File: src/rtl/lock_access_fsm.sv
// Access supervisor behind the six-digit lock controller.
// Turns each rising edge of the judge strobe (in entry mode) into one evaluated attempt,
// drives a timed unlock pulse, counts consecutive failures and enforces a timed lockout.
//
// Ports:
//   clk        clock, rising edge
//   clr        synchronous active-low reset
//   m          controller mode: 0 = set password, 1 = enter password
//   judge      judge-select level from the controller decoder
//   res        registered compare result, 1 = code matches
//   unlock     door release, high in OPEN
//   alarm      high in LOCKOUT
//   set_allow  high in OPEN while m = 0; gates password writes upstream
//   fail_cnt   consecutive failures since last success, lockout exit or reset
//   remain     countdown value, 0 outside OPEN and LOCKOUT
//   state      IDLE=0, EVAL=1, OPEN=2, LOCKOUT=3
module lock_access_fsm #(
  parameter int unsigned MAX_FAIL       = 3,
  parameter int unsigned UNLOCK_CYCLES  = 8,
  parameter int unsigned LOCKOUT_CYCLES = 16,
  parameter int unsigned CW             = 8
) (
  input  logic          clk,
  input  logic          clr,
  input  logic          m,
  input  logic          judge,
  input  logic          res,
  output logic          unlock,
  output logic          alarm,
  output logic          set_allow,
  output logic [1:0]    fail_cnt,
  output logic [CW-1:0] remain,
  output logic [1:0]    state
);

  typedef enum logic [1:0] {
    StIdle    = 2'd0,
    StEval    = 2'd1,
    StOpen    = 2'd2,
    StLockout = 2'd3
  } state_e;

  // Timers are loaded with N-1 so the output stays high for exactly N cycles.
  localparam logic [CW-1:0] UnlockLoad  = CW'(UNLOCK_CYCLES - 1);
  localparam logic [CW-1:0] LockoutLoad = CW'(LOCKOUT_CYCLES - 1);
  localparam logic [1:0]    FailMax     = 2'(MAX_FAIL);

  state_e        state_q, state_d;
  logic [1:0]    fail_cnt_q, fail_cnt_d;
  logic [CW-1:0] remain_q, remain_d;
  logic          judge_q;
  logic          attempt;

  // Only a fresh rising edge in entry mode counts; judge_q tracks in every state so edges
  // seen during EVAL/OPEN/LOCKOUT are consumed rather than replayed.
  assign attempt = judge & ~judge_q & m;

  always_comb begin
    state_d    = state_q;
    fail_cnt_d = fail_cnt_q;
    remain_d   = remain_q;
    unique case (state_q)
      StIdle: begin
        if (attempt) state_d = StEval;
      end
      StEval: begin
        if (res) begin
          state_d    = StOpen;
          fail_cnt_d = 2'd0;
          remain_d   = UnlockLoad;
        end else if (({1'b0, fail_cnt_q} + 3'd1) >= {1'b0, FailMax}) begin
          state_d    = StLockout;
          fail_cnt_d = FailMax;
          remain_d   = LockoutLoad;
        end else begin
          state_d    = StIdle;
          fail_cnt_d = fail_cnt_q + 2'd1;
        end
      end
      StOpen: begin
        if (remain_q == '0) begin
          state_d = StIdle;
        end else begin
          remain_d = remain_q - CW'(1);
        end
      end
      StLockout: begin
        if (remain_q == '0) begin
          state_d    = StIdle;
          fail_cnt_d = 2'd0;
        end else begin
          remain_d = remain_q - CW'(1);
        end
      end
      default: state_d = StIdle;
    endcase
  end

  always_ff @(posedge clk) begin
    if (!clr) begin
      state_q    <= StIdle;
      fail_cnt_q <= 2'd0;
      remain_q   <= '0;
      judge_q    <= 1'b0;
    end else begin
      state_q    <= state_d;
      fail_cnt_q <= fail_cnt_d;
      remain_q   <= remain_d;
      judge_q    <= judge;
    end
  end

  assign unlock    = (state_q == StOpen);
  assign alarm     = (state_q == StLockout);
  assign set_allow = (state_q == StOpen) & ~m;
  assign fail_cnt  = fail_cnt_q;
  assign remain    = remain_q;
  assign state     = state_q;

endmodule

File: config.mk
export PLATFORM = sky130hd
export DESIGN_NAME = lock_access_fsm
export DESIGN_NICKNAME = d
export VERILOG_FILES = /design/src/rtl/lock_access_fsm.sv
export SDC_FILE = /design/constraint.sdc
export NUM_CORES = 1
export LEC_CHECK = 0
export BUFFER_PORTS_ARGS = -buffer_cell sky130_fd_sc_hd__buf_2
export CELL_PAD_IN_SITES_DETAIL_PLACEMENT = 1
export CELL_PAD_IN_SITES_GLOBAL_PLACEMENT = 1
export CORE_MARGIN = 5
export CORE_UTILIZATION = 32
export CTS_CLUSTER_DIAMETER = 40
export DETAILED_ROUTE_END_ITERATION = 8
export GPL_TIMING_DRIVEN = 0
export PLACE_DENSITY = 0.72
export SLEW_MARGIN = 20
export SYNTH_ARGS = -nofsm -noshare
export SYNTH_HDL_FRONTEND = slang
export SYNTH_SLANG_ARGS = --single-unit
File: constraint.sdc
create_clock -name clk -period 1.65 [get_ports clk]
set_input_delay 0.33 -clock clk [delete_from_list [all_inputs] [get_ports clk]]
set_output_delay 0.33 -clock clk [all_outputs]
set_load 0.005 [all_outputs]
==> impl_results.md, run 1 <==
* Synthesized Nets at between 80 and 90
* Syn_area_per_cell at just under 9 um2
* Skew final at slightly below 0.006 ns
* Clock transition at path regs at around 0.090 ns
* Port bufs at 19
* Slew Limit Fails at 0
* Multi-input logic area at 467 um2
* Die width at approximately 57 um
* Async S/R FF share, synth at 0%
* Worst Hold Class: input port to register
* Worst rel slew slack at roughly 61%
* Critical Path Start Type: register
* CTS tree: yes
* Post-synth EDFFs at 0
* Post-DP HPWL at about 1400 um
* FILL cells at between 200 and 300
* Final Power at 0.000664 W
* RSZ-0062 raised after global routing: yes
* Clock Tree Root: clkbuf_4
* Syn Std Cell Area at approximately 710 um2
* Most used flip-flop cell after synthesis: dfxtp_1
* Die Ht at 57.1 um
* Syn Inst Count at 82
* Failing checks: negative setup slack
* DRC violations left at 0
* Final net count at 118
* Largest net degree at the start of global routing at 11
* GPL Wtd Cong at 0.766
* Slew at the pin closest to its max-slew limit at 0.573 ns
* Syn. warnings at 0
* CTS Buf Count at 3
* Vias in the first global route at just over 700
* Post-synth cell types at 34
* Crit-path slowest cell: or4_4
* WP data required at 1.87 ns
* Setup violations, final at 10
* Final worst setup slack at -0.114 ns
* Metal3 WL at 51 um
* Post-Layout Cell Count at 138
* DR vias/cell at 5.24
* Core area at 2170 um2
* Crit end category: register
* Clock Sinks at 13
* Post-route minimum period at 1.76 ns
* Die area at about 3300 um2
* # IOs at 20
* Highest Signal Layer: met4
* Crit Path Max Fanout at 4
* Final Routed Wirelength at 2040 um
* Total track usage at 12.8%
* Leak at about 0.44 nW
* Yosys reg bits at 13
* Area grow syn2layout at 36.8%
* Pwr per Cell Area at 683 nW/um2
* Ratio of cells with drive above 1 in the final layout at 43.6%
* Fmax achieved at 567 MHz
* CTS Buffer Depth at 2
* Placed Cells at 129
* DP Worst Slack at -0.172 ns
* Setup total negative slack at -0.549 ns
* Routed Antenna Nets at 0
* Initial DRC Count at 10
* DRT met1 WL at 930 um
* Fin util at 44.8%
* Worst R2R Path Depth at 4
* # Max-Cap Violations at 0
* Via count at 723
* FF+latch area at 273 um2
* First-pass GRT wire length at 3260 um
* Sequential area share after synthesis at between 30% and 40%
* H-tree levels at 1
* DR WL/cell at 14.8 um
* Tcrit/Tclk final at 107%
* Outcome: finished with violations
* Initial antenna violation count at 0
* Pre-Repair DR Iteration Count at 4
* Final hold violation count at 0
* Met2 routed WL at 1030 um
* Crit path largest cell delay at 0.56 ns
* Initial Util at approximately 33%
* Clock latency on the worst-skew pair at about 0.28 ns
* Critical path cell sequence: or4_4 -> buf_4 -> or4_4 -> a21oi_2
* Overflow after GRT at 0
* Diodes inserted at 0
* Critical Path AT at 1.98 ns
* Most common cell on crit path: or4_4
* Hold depth at 2
* Max VDD drop at 0.388 mV
* FP Rows at 17
* CP Class: register to register
## path summary, 6_finish.rpt
check,start,end,slack [ns]
max,remain[5],remain[6],-0.11
min,judge,judge_q,0.26
max reg2reg,remain[5],remain[6],-0.11
min reg2reg,remain[0],remain[0],0.50
## cells in the mapped netlist, types with 2 or more instances
library cell	count	area [um2]
a31oi_1	2	12.5
o21a_1	3	22.5
o21ai_0	3	15.0
nand2_1	5	18.8
or2_2	2	12.5
dfxtp_1	13	260
clkbuf_1	3	11.3
a21oi_1	5	25.0
nand2b_1	2	12.5
and2_1	3	18.8
nor2_1	4	15.0
o31ai_1	2	15.0
o21ai_1	2	10.0
inv_1	3	11.3
mux2i_1	3	30.0
nand3_1	2	10.0
a21boi_1	3	22.5
nor3_1	4	20.0
ha_1	2	25.0
nor2b_1	2	12.5
## sequential cells by signal, indices dropped and copies added, names as in the netlist
| name | flops |
|---|---|
| judge_q | 1 |
| state | 2 |
| fail_cnt | 2 |
| remain | 8 |
## repair_timing
item	in CTS	in global routing
gates resized for setup	9	11
hold buffers	0	0
buffers inserted	3	3
setup endpoints to repair	12	12
cloned	0	0
pin swaps	3	6
## kinds of logic (layout without fill, tap and decap cells)
family / count (synthesis) / after routing / share of synthesized area, %
xor gates and xnor gates: 1 / 1 / 1.23
buffers and inverters: 7 / 35 / 4.75
and+or+nand+nor: 31 / 31 / 25.4
muxes: 3 / 3 / 4.23
adders and majority gates: 2 / 2 / 3.52
AOI/OAI and AO/OA: 25 / 25 / 24.3
DFF: 13 / 13 / 36.6
## report_power, final
group / leakage, nW / internal [W] / switching (W)
clock network: 0.0150 / 0.0000938 / 0.000115
registers: 0.109 / 0.000322 / 0.0000111
logic: 0.317 / 0.0000596 / 0.0000635
total: 0.441 / 0.000475 / 0.000189
## metrics by stage
stage	hold WS, ns	area (um2)
floorplan	0.452	714
global placement	0.475	845
detailed placement	0.492	845
CTS	0.256	911
global route	0.279	972
finish	0.262	972
## routing by layer
| layer | up-vias | track usage [%] |
|---|---|---|
| met3 | 4 | 2.26 |
| met5 | - | 0 |
| met4 | 0 | 5.96 |
| li1 | 357 | - |
| met2 | 9 | 21.9 |
| met1 | 353 | 15.5 |
## worst max-delay path, delay by kind of cell, from the launching register on
family	cells	cell delay, ns
buf+inv	1	0.16
flops	1	0.33
compound gates	1	0.14
simple gates	2	1.07
## cells in the final DEF, fill, tap and decap left out, types with 4 or more instances in the layout
cell type / count
a21oi_1: 4
buf_2: 19
buf_4: 6
dfxtp_1: 7
dfxtp_2: 4
nand2_1: 5
nor2_1: 4
## cell type report
| cell class | count | area share, % |
|---|---|---|
| sequential | 13 | 28.1 |
| buffer | 3 | 2.06 |
| multi-input combinational | 62 | 48.0 |
| clock buffer | 4 | 2.70 |
| timing repair buffer | 25 | 14.4 |
| inverter | 3 | 1.16 |
| tap | 28 | 3.60 |
Power figures use the tool's default switching activity.
==> run 2: changes to the inputs <==
--- a/config.mk
+++ b/config.mk
@@ -8,7 +8,7 @@
 export BUFFER_PORTS_ARGS = -buffer_cell sky130_fd_sc_hd__buf_2
 export CELL_PAD_IN_SITES_DETAIL_PLACEMENT = 1
 export CELL_PAD_IN_SITES_GLOBAL_PLACEMENT = 1
-export CORE_MARGIN = 5
+export CORE_MARGIN = 2
 export CORE_UTILIZATION = 32
 export CTS_CLUSTER_DIAMETER = 40
 export DETAILED_ROUTE_END_ITERATION = 8
==> run 2 against run 1 <==
Against the previous run: clock skew increased by 0.0011 ns; die area is 20% lower; sequential power about the same; flip-flop and latch count did not move; combinational power fell by 5%; critical path depth increased by 1; maximum frequency grew 1.9%; worst hold slack worse by 0.0029 ns; the run still ends with negative setup slack left; final cell count is 0.72% lower; non-clock buffer count down 1; largest cell class unchanged; sequential share of layout area up 0.31 points.
==> impl_results.md, run 2 (same netlist as run 1, synthesis figures left out) <==
* Via count at 726
* First-pass GRT wire length at 3230 um
* Ratio of cells with drive above 1 in the final layout at 40.4%
* Combinational power share at 17.5%
* Port bufs at 19
* Diodes inserted at 0
* Most frequent cells in the layout: buf_2 (20), dfxtp_1 (8), nand2_1 (5), a21oi_1 (5)
* # Max-Cap Violations at 0
* Die Ht at 51.1 um
* H-tree levels at 1
* Worst rel slew slack at 57.5%
* Final worst setup slack at -0.0804 ns
* Metal3 WL at around 55 um
* Leak at around 0.42 nW
* Initial DRC Count at 4
* Initial Util at between 30% and 40%
* Setup violations, final at 8
* Slew Limit Fails at 0
* R2R Setup Slk at -0.08 ns
* CP Class: register to register
* Clock Sinks at 13
* Design area at 957 um2
* DRC violations left at 0
* Sw Pwr at around 0.0002 W
* Crit Path Max Fanout at 4
* Die width at 51.1 um
* Post-DP HPWL at 1380 um
* Post-route minimum period at 1.73 ns
* Met2 routed WL at between 1000 and 1500 um
* Most common cell after layout, fill and taps aside: buf_2
* Vias in the first global route at 736
* Die area at roughly 2600 um2
* Clock transition at path regs at approximately 0.090 ns
* Area grow syn2layout at 34.7%
* # IOs at 20
* Initial antenna violation count at 0
* Skew final at a little under 0.007 ns
* Placed inst area at 845 um2
* Highest Signal Layer: met4
* Reg-to-Reg End: fail_cnt[1]
* Final net count at 117
* DR WL/cell at approximately 16 um
* Critical Path Start Type: register
* Final Power at 0.000666 W
* Reg-to-Reg Start: remain[3]
* WP data required at between 1.5 and 2 ns
* DP Worst Slack at -0.203 ns
* Clock latency on the worst-skew pair at 0.29 ns
* Post-CTS Hold Buffers at 0
* DR vias/cell at 5.30
* Routed Antenna Nets at 0
* Max VDD drop at 0.284 mV
* Crit end category: register
* Core area at 2150 um2
* RSZ-0062 raised after global routing: yes
* CTS tree: yes
* Hold depth at 2
* Outcome: finished with violations
* Clock network power share at 32.5%
* Worst Hold Class: input port to register
* Sw Ratio at between 20 and 30%
* Largest net degree at the start of global routing at 11
* GPL Wtd Cong at 0.727
* Failing checks: negative setup slack
* Worst R2R Path Depth at 5
* Number of flip-flops under the largest register name at 8
* Pre-Repair DR Iteration Count at 4
* Tcrit/Tclk final at 105%
* Overflow after GRT at 0
* Total track usage at ~17%
* Cell Int Power at 0.000470 W
* Critical Path AT at 1.92 ns
* Slew at the pin closest to its max-slew limit at between 0.6 and 0.7 ns
* CP endpoint: fail_cnt[1]
* Critical path origin: remain[3]
* Final hold violation count at 0
* Pwr per Cell Area at slightly below 700 nW/um2
* DRT met1 WL at roughly 1000 um
* Fin util at 44.6%
* Sequential Power Share at 50.0%
* Final Routed Wirelength at 2150 um
* Clock Tree Root: clkbuf_4
* CTS Buffer Depth at 2
* Fmax achieved at 578 MHz
* FP Rows at 17
* Setup total negative slack at -0.419 ns
* CTS Buf Count at 3
run 2: worst min path at each step:
stage	startpoint	endpoint	slack [ns]
floorplan	judge	judge_q	0.45
global placement	remain[5]	remain[5]	0.47
detailed placement	remain[5]	remain[5]	0.48
CTS	judge	judge_q	0.25
global route	judge	judge_q	0.26
finish	judge	judge_q	0.26
run 2: final cells by class:
type | count | area (um2)
fill | 279 | 1190
buffer | 3 | 20.0
timing repair buffer | 24 | 140
multi-input combinational | 62 | 453
tap | 28 | 35.0
sequential | 13 | 272
inverter | 3 | 11.3
clock buffer | 4 | 26.3
run 2: repair_timing:
item                       4_1_cts  5_1_grt
setup buffers                    4        1
gates resized for setup          7       12
setup endpoints to repair       13       12
pin swaps                        5        4
run 2: metal layers:
metal / GRT usage [%] / up-vias
li1: - / 352
met1: 20.8 / 352
met2: 27.7 / 16
met3: 2.05 / 6
met4: 8.11 / 0
met5: 0 / -
run 2: stage by stage:
stage	hold slack, ns	instances
2_1_floorplan	0.452	82
3_3_place_gp	0.472	129
3_5_place_dp	0.483	129
4_1_cts	0.254	136
5_1_grt	0.261	137
6_report	0.259	137
run 2: worst max-delay path, stage by stage, from the launching register on:
cell and delay (ns):
dfxtp_4 0.36, or4_4 0.54, buf_6 0.15, o31ai_4 0.28
a21boi_1 0.12, o21a_1 0.18
run 2: power groups by stage:
stage,Combinational (W),Sequential (W),Clock [W]
3_5_place_dp,0.0000954,0.000343,0
4_1_cts,0.000105,0.000333,0.000220
2_1_floorplan,0.0000640,0.000341,0
3_3_place_gp,0.0000920,0.000342,0
5_1_grt,0.000128,0.000334,0.000227
6_report,0.000117,0.000333,0.000217
